### src/rtl/alu_regfile.sv
// rtl/alu_regfile.sv - NREGS x WIDTH accumulator ALU with shared status and an iterative multiply
// Optional rotate opcodes D/E are enabled by defining ALU_ROTATE_EN.
module alu_regfile #(
  parameter int WIDTH = 8,
  parameter int NREGS = 4
) (
  input  logic                     clk,
  input  logic                     rst_n,
  input  logic                     in_valid,
  output logic                     in_ready,
  input  logic [3:0]               opcode,
  input  logic [$clog2(NREGS)-1:0] reg_sel,
  input  logic [WIDTH-1:0]         data_in,
  output logic [WIDTH-1:0]         data_out,
  output logic                     out_valid
);

  localparam int RW = $clog2(NREGS);
  localparam int CW = $clog2(WIDTH);

  typedef enum logic [0:0] {S_IDLE, S_MUL} state_t;

  state_t state, state_next;

  logic [WIDTH-1:0]   acc [NREGS];
  logic [3:0]         status;
  logic [WIDTH-1:0]   acc_cur;

  logic [WIDTH-1:0]   mcand;
  logic [2*WIDTH-1:0] prod;
  logic [2*WIDTH-1:0] prod_step;
  logic [WIDTH:0]     mul_sum;
  logic [CW-1:0]      mul_cnt;
  logic [RW-1:0]      mul_sel;
  logic               mul_last;

  logic [WIDTH:0]     sum, diff, sh_l, sh_r;
  logic [WIDTH-1:0]   res;
  logic               res_c, res_v, upd_flags, show_status;
  logic [3:0]         new_status;
  logic [WIDTH-1:0]   mul_lo, mul_hi;

`ifdef ALU_ROTATE_EN
  logic [31:0]        rot_amt;
  assign rot_amt = 32'(data_in) % 32'(WIDTH);
`endif

  assign acc_cur  = acc[reg_sel];
  assign in_ready = (state == S_IDLE);

  assign sum  = {1'b0, acc_cur} + {1'b0, data_in};
  assign diff = {1'b0, acc_cur} - {1'b0, data_in};
  // The extra bit on each side catches the last bit shifted out; large amounts flush to zero.
  assign sh_l = {1'b0, acc_cur} << data_in;
  assign sh_r = {acc_cur, 1'b0} >> data_in;

  // Shift-add: add multiplicand into the high half when the current multiplier bit is set.
  assign mul_sum   = {1'b0, prod[2*WIDTH-1:WIDTH]} + (prod[0] ? {1'b0, mcand} : '0);
  assign prod_step = {mul_sum, prod[WIDTH-1:1]};
  assign mul_lo    = prod_step[WIDTH-1:0];
  assign mul_hi    = prod_step[2*WIDTH-1:WIDTH];
  assign mul_last  = (mul_cnt == CW'(WIDTH - 1));

  always_comb begin
    res         = acc_cur;
    res_c       = 1'b0;
    res_v       = 1'b0;
    upd_flags   = 1'b0;
    show_status = 1'b0;
    case (opcode)
      4'h1: begin res = data_in; upd_flags = 1'b1; end
      4'h2: begin
        res       = sum[WIDTH-1:0];
        res_c     = sum[WIDTH];
        res_v     = (acc_cur[WIDTH-1] == data_in[WIDTH-1]) && (sum[WIDTH-1] != acc_cur[WIDTH-1]);
        upd_flags = 1'b1;
      end
      4'h3: begin
        res       = diff[WIDTH-1:0];
        res_c     = diff[WIDTH];
        res_v     = (acc_cur[WIDTH-1] != data_in[WIDTH-1]) && (diff[WIDTH-1] != acc_cur[WIDTH-1]);
        upd_flags = 1'b1;
      end
      4'h4: begin res = '0;                upd_flags = 1'b1; end
      4'h5: begin res = WIDTH'(1);         upd_flags = 1'b1; end
      4'h6: begin res = acc_cur ^ data_in; upd_flags = 1'b1; end
      4'h7: begin res = ~acc_cur;          upd_flags = 1'b1; end
      4'hA: begin res = acc_cur & data_in; upd_flags = 1'b1; end
      4'hB: begin res = acc_cur | data_in; upd_flags = 1'b1; end
      4'h8: begin res = sh_l[WIDTH-1:0]; res_c = sh_l[WIDTH]; upd_flags = 1'b1; end
      4'h9: begin res = sh_r[WIDTH:1];   res_c = sh_r[0];     upd_flags = 1'b1; end
`ifdef ALU_ROTATE_EN
      // The last wrapped bit lands at the far end of the result.
      4'hD: begin
        res       = (acc_cur << rot_amt) | (acc_cur >> (32'(WIDTH) - rot_amt));
        res_c     = (rot_amt != 0) && res[0];
        upd_flags = 1'b1;
      end
      4'hE: begin
        res       = (acc_cur >> rot_amt) | (acc_cur << (32'(WIDTH) - rot_amt));
        res_c     = (rot_amt != 0) && res[WIDTH-1];
        upd_flags = 1'b1;
      end
`endif
      4'hF: show_status = 1'b1;
      default: ;
    endcase
    new_status = {res_v, res_c, res[WIDTH-1], (res == '0)};
  end

  always_comb begin
    state_next = state;
    case (state)
      S_IDLE: if (in_valid && opcode == 4'hC) state_next = S_MUL;
      S_MUL:  if (mul_last) state_next = S_IDLE;
      default: state_next = S_IDLE;
    endcase
  end

  always_ff @(posedge clk) begin
    if (!rst_n) state <= S_IDLE;
    else        state <= state_next;
  end

  always_ff @(posedge clk) begin
    if (!rst_n) begin
      for (int i = 0; i < NREGS; i++) acc[i] <= '0;
      status    <= '0;
      data_out  <= '0;
      out_valid <= 1'b0;
      mcand     <= '0;
      prod      <= '0;
      mul_cnt   <= '0;
      mul_sel   <= '0;
    end else begin
      out_valid <= 1'b0;
      if (state == S_IDLE) begin
        if (in_valid) begin
          if (opcode == 4'hC) begin
            mcand   <= acc_cur;
            prod    <= {{WIDTH{1'b0}}, data_in};
            mul_cnt <= '0;
            mul_sel <= reg_sel;
          end else begin
            acc[reg_sel] <= res;
            if (upd_flags) status <= new_status;
            data_out  <= show_status ? WIDTH'(status) : res;
            out_valid <= 1'b1;
          end
        end
      end else begin
        prod    <= prod_step;
        mul_cnt <= mul_cnt + 1'b1;
        if (mul_last) begin
          acc[mul_sel] <= mul_lo;
          status       <= {1'b0, (mul_hi != '0), mul_lo[WIDTH-1], (mul_lo == '0)};
          data_out     <= mul_lo;
          out_valid    <= 1'b1;
        end
      end
    end
  end

endmodule

### config.mk
export PLATFORM = sky130hd
export DESIGN_NAME = alu_regfile
export DESIGN_NICKNAME = d
export VERILOG_FILES = /design/src/rtl/alu_regfile.sv
export SDC_FILE = /design/constraint.sdc
export NUM_CORES = 1
export LEC_CHECK = 0
export BUFFER_PORTS_ARGS = -buffer_cell sky130_fd_sc_hd__buf_2
export CAP_MARGIN = 0
export CORE_ASPECT_RATIO = 0.7
export CORE_MARGIN = 10
export CORE_UTILIZATION = 56
export CTS_BUF_LIST = sky130_fd_sc_hd__clkbuf_8 sky130_fd_sc_hd__clkbuf_16
export CTS_CLUSTER_SIZE = 14
export DETAILED_ROUTE_END_ITERATION = 7
export GPL_TIMING_DRIVEN = 0
export PLACE_DENSITY = 0.74
export SLEW_MARGIN = 20
export SYNTH_ARGS = -nofsm -noshare
export SYNTH_HDL_FRONTEND = slang
export SYNTH_SLANG_ARGS = --single-unit
### constraint.sdc
create_clock -name clk -period 4.3 [get_ports clk]
set_clock_uncertainty 0.15 [all_clocks]
set_input_delay 0.215 -clock clk [delete_from_list [all_inputs] [get_ports clk]]
set_output_delay 0.215 -clock clk [all_outputs]
set_load 0.03 [all_outputs]
==> results of run 1 <==
-- area by class of cell --
cell class | count | area [µm²] | share of cell area (%)
clock inverters | 6 | 31.3 | 0.510
flip-flops and latches | 75 | 1820 | 29.7
clock buffers | 10 | 239 | 3.90
inverters | 37 | 139 | 2.26
repair buffers | 22 | 110 | 1.80
well taps | 128 | 160 | 2.61
plain buffers | 41 | 201 | 3.28
multi-input cells | 481 | 3430 | 55.9
-- worst min-delay path by stage --
stage / startpoint / to / cells after the start
finish: reg_sel[0] / mul_sel[0]$_SDFFE_PN0P_ / 3
global route: reg_sel[0] / mul_sel[0]$_SDFFE_PN0P_ / 3
CTS: reg_sel[0] / mul_sel[0]$_SDFFE_PN0P_ / 3
detailed placement: mcand[1]$_SDFFE_PN0P_ / mcand[1]$_SDFFE_PN0P_ / 2
global placement: data_out[3]$_SDFFE_PN0P_ / data_out[3]$_SDFFE_PN0P_ / 2
floorplan: data_in[7] / prod[7]$_SDFFE_PN0P_ / 2
-- power by group --
group,total [mW],internal [mW],leakage [nW],switching (mW)
clock,0.680,0.399,0.135,0.281
sequential,0.787,0.774,0.683,0.0130
combinational,0.458,0.157,1.57,0.301
total,1.92,1.33,2.39,0.595
-- per-layer routing --
metal / share of wire, % / vias up
li1: - / 2434
met1: 45 / 2513
met2: 40 / 336
met3: 14 / 25
met4: 1.1 / 0
met5: 0 / -
-- cell usage in the layout, fill, tap and decap left out, types with 6 or more instances in the layout --
master / n
mux4_2: 10
a31oi_1: 7
a221oi_1: 15
a222oi_1: 8
nor2_1: 48
a21boi_0: 13
a22oi_1: 25
ha_1: 37
nor2b_1: 24
o22ai_1: 12
mux2i_1: 10
o21ai_0: 26
buf_2: 30
and2_1: 11
a22o_1: 6
a21oi_1: 40
clkbuf_16: 9
edfxtp_1: 32
clkbuf_1: 21
nand3_1: 13
nor3_1: 6
inv_1: 36
dfxtp_1: 43
nand2_1: 69
xnor2_1: 8
a211oi_1: 7
-- cells by family after synthesis --
group,after synthesis,share of synthesized area [%]
AOI/OAI and AO/OA,213,27.2
and+or+nand+nor,198,17.2
buffers and inverters,78,6.10
DFF,75,32.6
adders and majority gates,40,9.37
muxes,20,5.83
xor gates and xnor gates,10,1.57
-- tightest hold or removal path: cells and delay by family --
family	cells	cell delay (ns)
AOI/OAI and AO/OA	1	0.07
buffers and inverters	1	0.14
and+or+nand+nor	1	0.06
-- repair_timing --
item                       in CTS  in global routing
gates resized for setup         0                  1
setup endpoints to repair       0                  5
setup buffers                   0                  0
-- registers in the layout (all words and copies together) (netlist names) --
| name | flops |
|---|---|
| acc | 32 |
| out_valid | 1 |
| mul_cnt | 3 |
| mul_sel | 2 |
| status | 4 |
| data_out | 8 |
| mcand | 8 |
| prod | 16 |
| state | 1 |
-- stage by stage --
step	util (%)	setup TNS, ns	hold WS, ns	std cells	area (µm²)
after global placement	60.2	0	0.290	784	5850
after floorplan	-	0	0.256	634	5580
after global routing	63.1	0	0.0894	800	6130
final	63.1	0	0.0493	800	6130
after CTS	63.0	0	0.0413	800	6130
after detailed placement	60.2	-0.126	0.308	784	5860
==> metrics.yaml, run 1 <==
rows: 30
grt_overflow: 0
synthTopCellsByArea: "edfxtp_1, dfxtp_1, ha_1"
wl_per_cell_um: 22.0
grt_pass1_vias: 4977
grtUsageTotal_pct: 23.2
gr-usage-met3_pct: 9.03
seq_area_frac_synth_pct: 32.6
crit_start: "acc[2][1]$_SDFFCE_PN0P_"
yosys_warnings: 0
synthMostInstantiatedCell: "nand2_1"
path_buf_inv: 1
ys_top_cells_by_count: "nand2_1, nor2_1, dfxtp_1, a21oi_1, ha_1"
start_kind: "flop"
drive_gt1_share_pct: 11.6
ys_types: 67
min_path_type: "in2reg"
busiest_layer: "met1"
setup_violations: 0
fmax_mhz: 243
end_kind: "flop"
via_count: 5308
die-height_um: 104
ant_nets: 0
viasPerCell: 6.64
postCtsHoldBufs: 0
cp_max_fo: 10
p_leak_nw: 2.39
post-route-period-util_pct: 95.8
synth_area_leader_cell: "edfxtp_1"
pre_cts_slack_ns: -0.0440
cp_data_arrival_time_ns: 4.05
r2r-end: "acc[2][7]$_SDFFCE_PN0P_"
drt_pass1_iterations: 6
numCtsBuffers: 9
final_nets: 724
worstRegToRegCells: 11
maxCapViolCount: 0
async_flop_share_pct: 0
initial_core_util_pct: 57.4
r2r_slack_ns: 0.18
initialDrtViolationCount: 812
worst_pin_slew_ns: 0.985
hold_viol_final: 0
die_area_um2: 14400
netlist_area_um2: 5580
cts.sinks: 75
grt_use_met1_pct: 33.7
max_stage_delay_ns: 0.67
min_period_ns: 4.12
coreArea_um2: 9720
crit_path_end: "acc[2][7]$_SDFFCE_PN0P_"
powerDensity_nw_per_um2: 314
path_class: "reg2reg"
gp_congestion: 0.974
grtUsageMet2_pct: 31.4
status: "complete, no violations"
cts_buffer_depth: 2
io_pins: 27
syn-num-nets: 691
cts_max_level: 3
syn_inst: 634
rsz0062_at_grt: "false"
diodes: 0
dp.final_hpwl_mm: 13.2
slew-limit-headroom_pct: 34.4
cp.required_ns: 4.23
crit_cells: 11
drc: 0
cp_top_family: "compound AO/OA/AOI/OAI gates"
total_power_mw: 1.92
reg2reg_from: "acc[2][1]$_SDFFCE_PN0P_"
area_delta_synth_final_pct: 9.91
cts.clk_slew.worst_paths_ns: 0.06
worstPathCellList: "mux4_2, inv_1, ha_1, o21bai_1, a21oi_1, o31ai_1, a221oi_1, mux2i_1, o32ai_2, o21a_1, nor2_1"
antenna_found_initial: 0
maxSlewViolCount: 0
yosys_register_bits: 75
synth_ff_type: "dfxtp_1"
synth.avg_cell_area_um2: 8.80
placement.io_buffers: 22
die_w_um: 139
peakVddDrop_mv: 0.214
grt_max_degree: 13
synth-edff-count: 32
insertion_delay_ns: 0.34
fin_ws_ns: 0.182
synth_top_area_share_pct: 17.2
num-fill-cells: 852
cpMaxStageDelayCell: "mux4_2"
finalWirelength_mm: 17.6
clockRootBuffer: "clkbuf_16"
cts_tree: "yes"
grt_pass1_wl_mm: 27.3
Power figures use the tool's default switching activity.
==> run 2, diff against run 1 <==
--- a/config.mk
+++ b/config.mk
@@ -5,7 +5,7 @@
 export SDC_FILE = /design/constraint.sdc
 export NUM_CORES = 1
 export LEC_CHECK = 0
-export BUFFER_PORTS_ARGS = -buffer_cell sky130_fd_sc_hd__buf_2
+export BUFFER_PORTS_ARGS = -buffer_cell sky130_fd_sc_hd__clkbuf_2
 export CAP_MARGIN = 0
 export CORE_ASPECT_RATIO = 0.7
 export CORE_MARGIN = 10
==> run 2 against run 1 <==
Compared with the run above: hold slack got worse by 0.0056 ns; highest routed layer unchanged; largest power group is now clock; clock-buffer cell count fell by 1; design area rose by 1.2%; sequential share of layout area fell by 0.37 points; non-clock buffer count did not move; setup slack improved by 0.030 ns; global-route usage rose by 0.76 points; flip-flop and latch count did not move; first-iteration DRC count rose by 1.6%; combinational power rose by 2%.
==> metrics.yaml, run 2 (synthesis results as in run 1) <==
cpMaxStageDelayCell: "mux4_2"
cts.clk_slew.worst_paths_ns: 0.06
insertion_delay_ns: 0.34
grt_overflow: 0
grt_pass1_wl_mm: 28.0
maxSlewViolCount: 0
initial_core_util_pct: 57.4
numCtsBuffers: 9
placement.io_buffers: 22
largestRegisters: "acc x32, prod x16"
status: "complete, no violations"
cp_data_arrival_time_ns: 4.01
end_kind: "flop"
die_area_um2: 14400
power.switching_mw: 0.616
power_frac_comb_pct: 22.2
worstRegToRegCells: 11
cts_tree: "yes"
ant_nets: 0
p_int_mw: 1.50
grtUsageTotal_pct: 23.9
fin_cells: 800
setup_violations: 0
largest_reg_flops: 32
cts_buffer_depth: 2
crit_start: "acc[1][1]$_SDFFCE_PN0P_"
power_frac_seq_pct: 37.2
die-height_um: 104
via_count: 5382
powerDensity_nw_per_um2: 340
hold_viol_final: 0
cp_max_fo: 10
p_clk_share_pct: 40.6
grt_max_degree: 14
total_power_mw: 2.11
postCtsHoldBufs: 0
peakVddDrop_mv: 0.219
worst_pin_slew_ns: 1.19
worstPathCellList: "mux4_2, inv_1, ha_1, o21bai_1, a21oi_1, o31ai_2, a221oi_1, mux2i_1, o32ai_2, o21a_1, nor2_1"
initialDrtViolationCount: 825
cp_top_family: "compound AO/OA/AOI/OAI gates"
dp.cells: 784
p_leak_nw: 2.42
die_w_um: 139
viasPerCell: 6.73
hold_slack_ns: 0.0437
tns_ns: 0
dpl_cell_area_um2: 5860
antenna_found_initial: 0
gp_congestion: 0.987
wl_per_cell_um: 22.6
reg2reg_from: "acc[1][1]$_SDFFCE_PN0P_"
final_common_cell: "nand2_1"
coreArea_um2: 9720
rsz0062_at_grt: "false"
finalWirelength_mm: 18.1
top_register: "acc"
post-route-period-util_pct: 95.1
final_nets: 724
layout.cells.most_common_list: "nand2_1, nor2_1, dfxtp_1, a21oi_1, ha_1"
cts.sinks: 75
drt_pass1_iterations: 6
maxCapViolCount: 0
fmax_mhz: 245
drc: 0
dp.final_hpwl_mm: 13.5
finalInstanceArea_um2: 6210
path_class: "reg2reg"
path_buf_inv: 1
cts_max_level: 3
max_stage_delay_ns: 0.66
diodes: 0
crit_path_end: "acc[2][7]$_SDFFCE_PN0P_"
min_period_ns: 4.09
switching_share_pct: 29.2
r2r_slack_ns: 0.21
grt_pass1_vias: 5067
slew-limit-headroom_pct: 20.7
area_delta_synth_final_pct: 11.3
min_path_type: "in2reg"
cp.required_ns: 4.23
crit_cells: 11
drive_gt1_share_pct: 11.9
rows: 30
start_kind: "flop"
io_pins: 27
r2r-end: "acc[2][7]$_SDFFCE_PN0P_"
clockRootBuffer: "clkbuf_16"
==> run 2: metrics by stage <==
step	utilization, %	setup WS [ns]
global placement	60.2	0.0584
detailed placement	60.2	0.0513
floorplan	-	0.933
CTS	63.7	0.0287
global route	63.9	0.0852
finish	63.9	0.213
==> run 2: power by group through the flow <==
stage | registers, mW | clock network (mW) | logic (mW)
2_1_floorplan | 0.810 | 0 | 0.294
3_3_place_gp | 0.799 | 0 | 0.435
3_5_place_dp | 0.801 | 0 | 0.442
4_1_cts | 0.786 | 0.862 | 0.445
5_1_grt | 0.789 | 0.897 | 0.497
6_report | 0.787 | 0.857 | 0.468
==> run 2: worst reg2reg max path: cells and delay by family, from the launching register on <==
kind,cells,cell delay [ns]
muxes,2,0.86
adders and majority gates,1,0.20
buffers and inverters,1,0.27
DFF,1,0.38
AOI/OAI and AO/OA,6,1.89
and+or+nand+nor,1,0.08
==> run 2: timing repair <==
item / in CTS / in global routing
endpoints found under the setup margin: 0 / 7
gates resized for setup: 0 / 2
buffers inserted: 0 / 0
==> run 2: layout make-up <==
type,count,area (µm²)
Buffer,41,201
Clock buffer,9,225
Clock inverter,7,116
Fill cell,810,3510
Inverter,37,139
Multi-Input combinational cell,481,3440
Sequential cell,75,1820
Tap cell,128,160
Timing Repair Buffer,22,110
==> run 2: worst min-delay path by stage <==
stage	depth (start not counted)	slack [ns]	to	startpoint
4_1_cts	3	0.04	mul_sel[0]$_SDFFE_PN0P_	reg_sel[0]
3_5_place_dp	2	0.30	data_out[4]$_SDFFE_PN0P_	data_out[4]$_SDFFE_PN0P_
2_1_floorplan	2	0.26	prod[7]$_SDFFE_PN0P_	data_in[7]
6_report	3	0.04	mul_sel[0]$_SDFFE_PN0P_	reg_sel[0]
3_3_place_gp	2	0.29	data_out[3]$_SDFFE_PN0P_	data_out[3]$_SDFFE_PN0P_
5_1_grt	3	0.09	mul_sel[0]$_SDFFE_PN0P_	reg_sel[0]
==> run 2: per-layer routing <==
metal	global-route usage (%)	wire, µm	vias up
met5	0	0	-
met4	5.35	255	0
met3	9.63	2740	27
met2	32.2	7480	357
met1	34.4	7630	2576
li1	-	-	2422
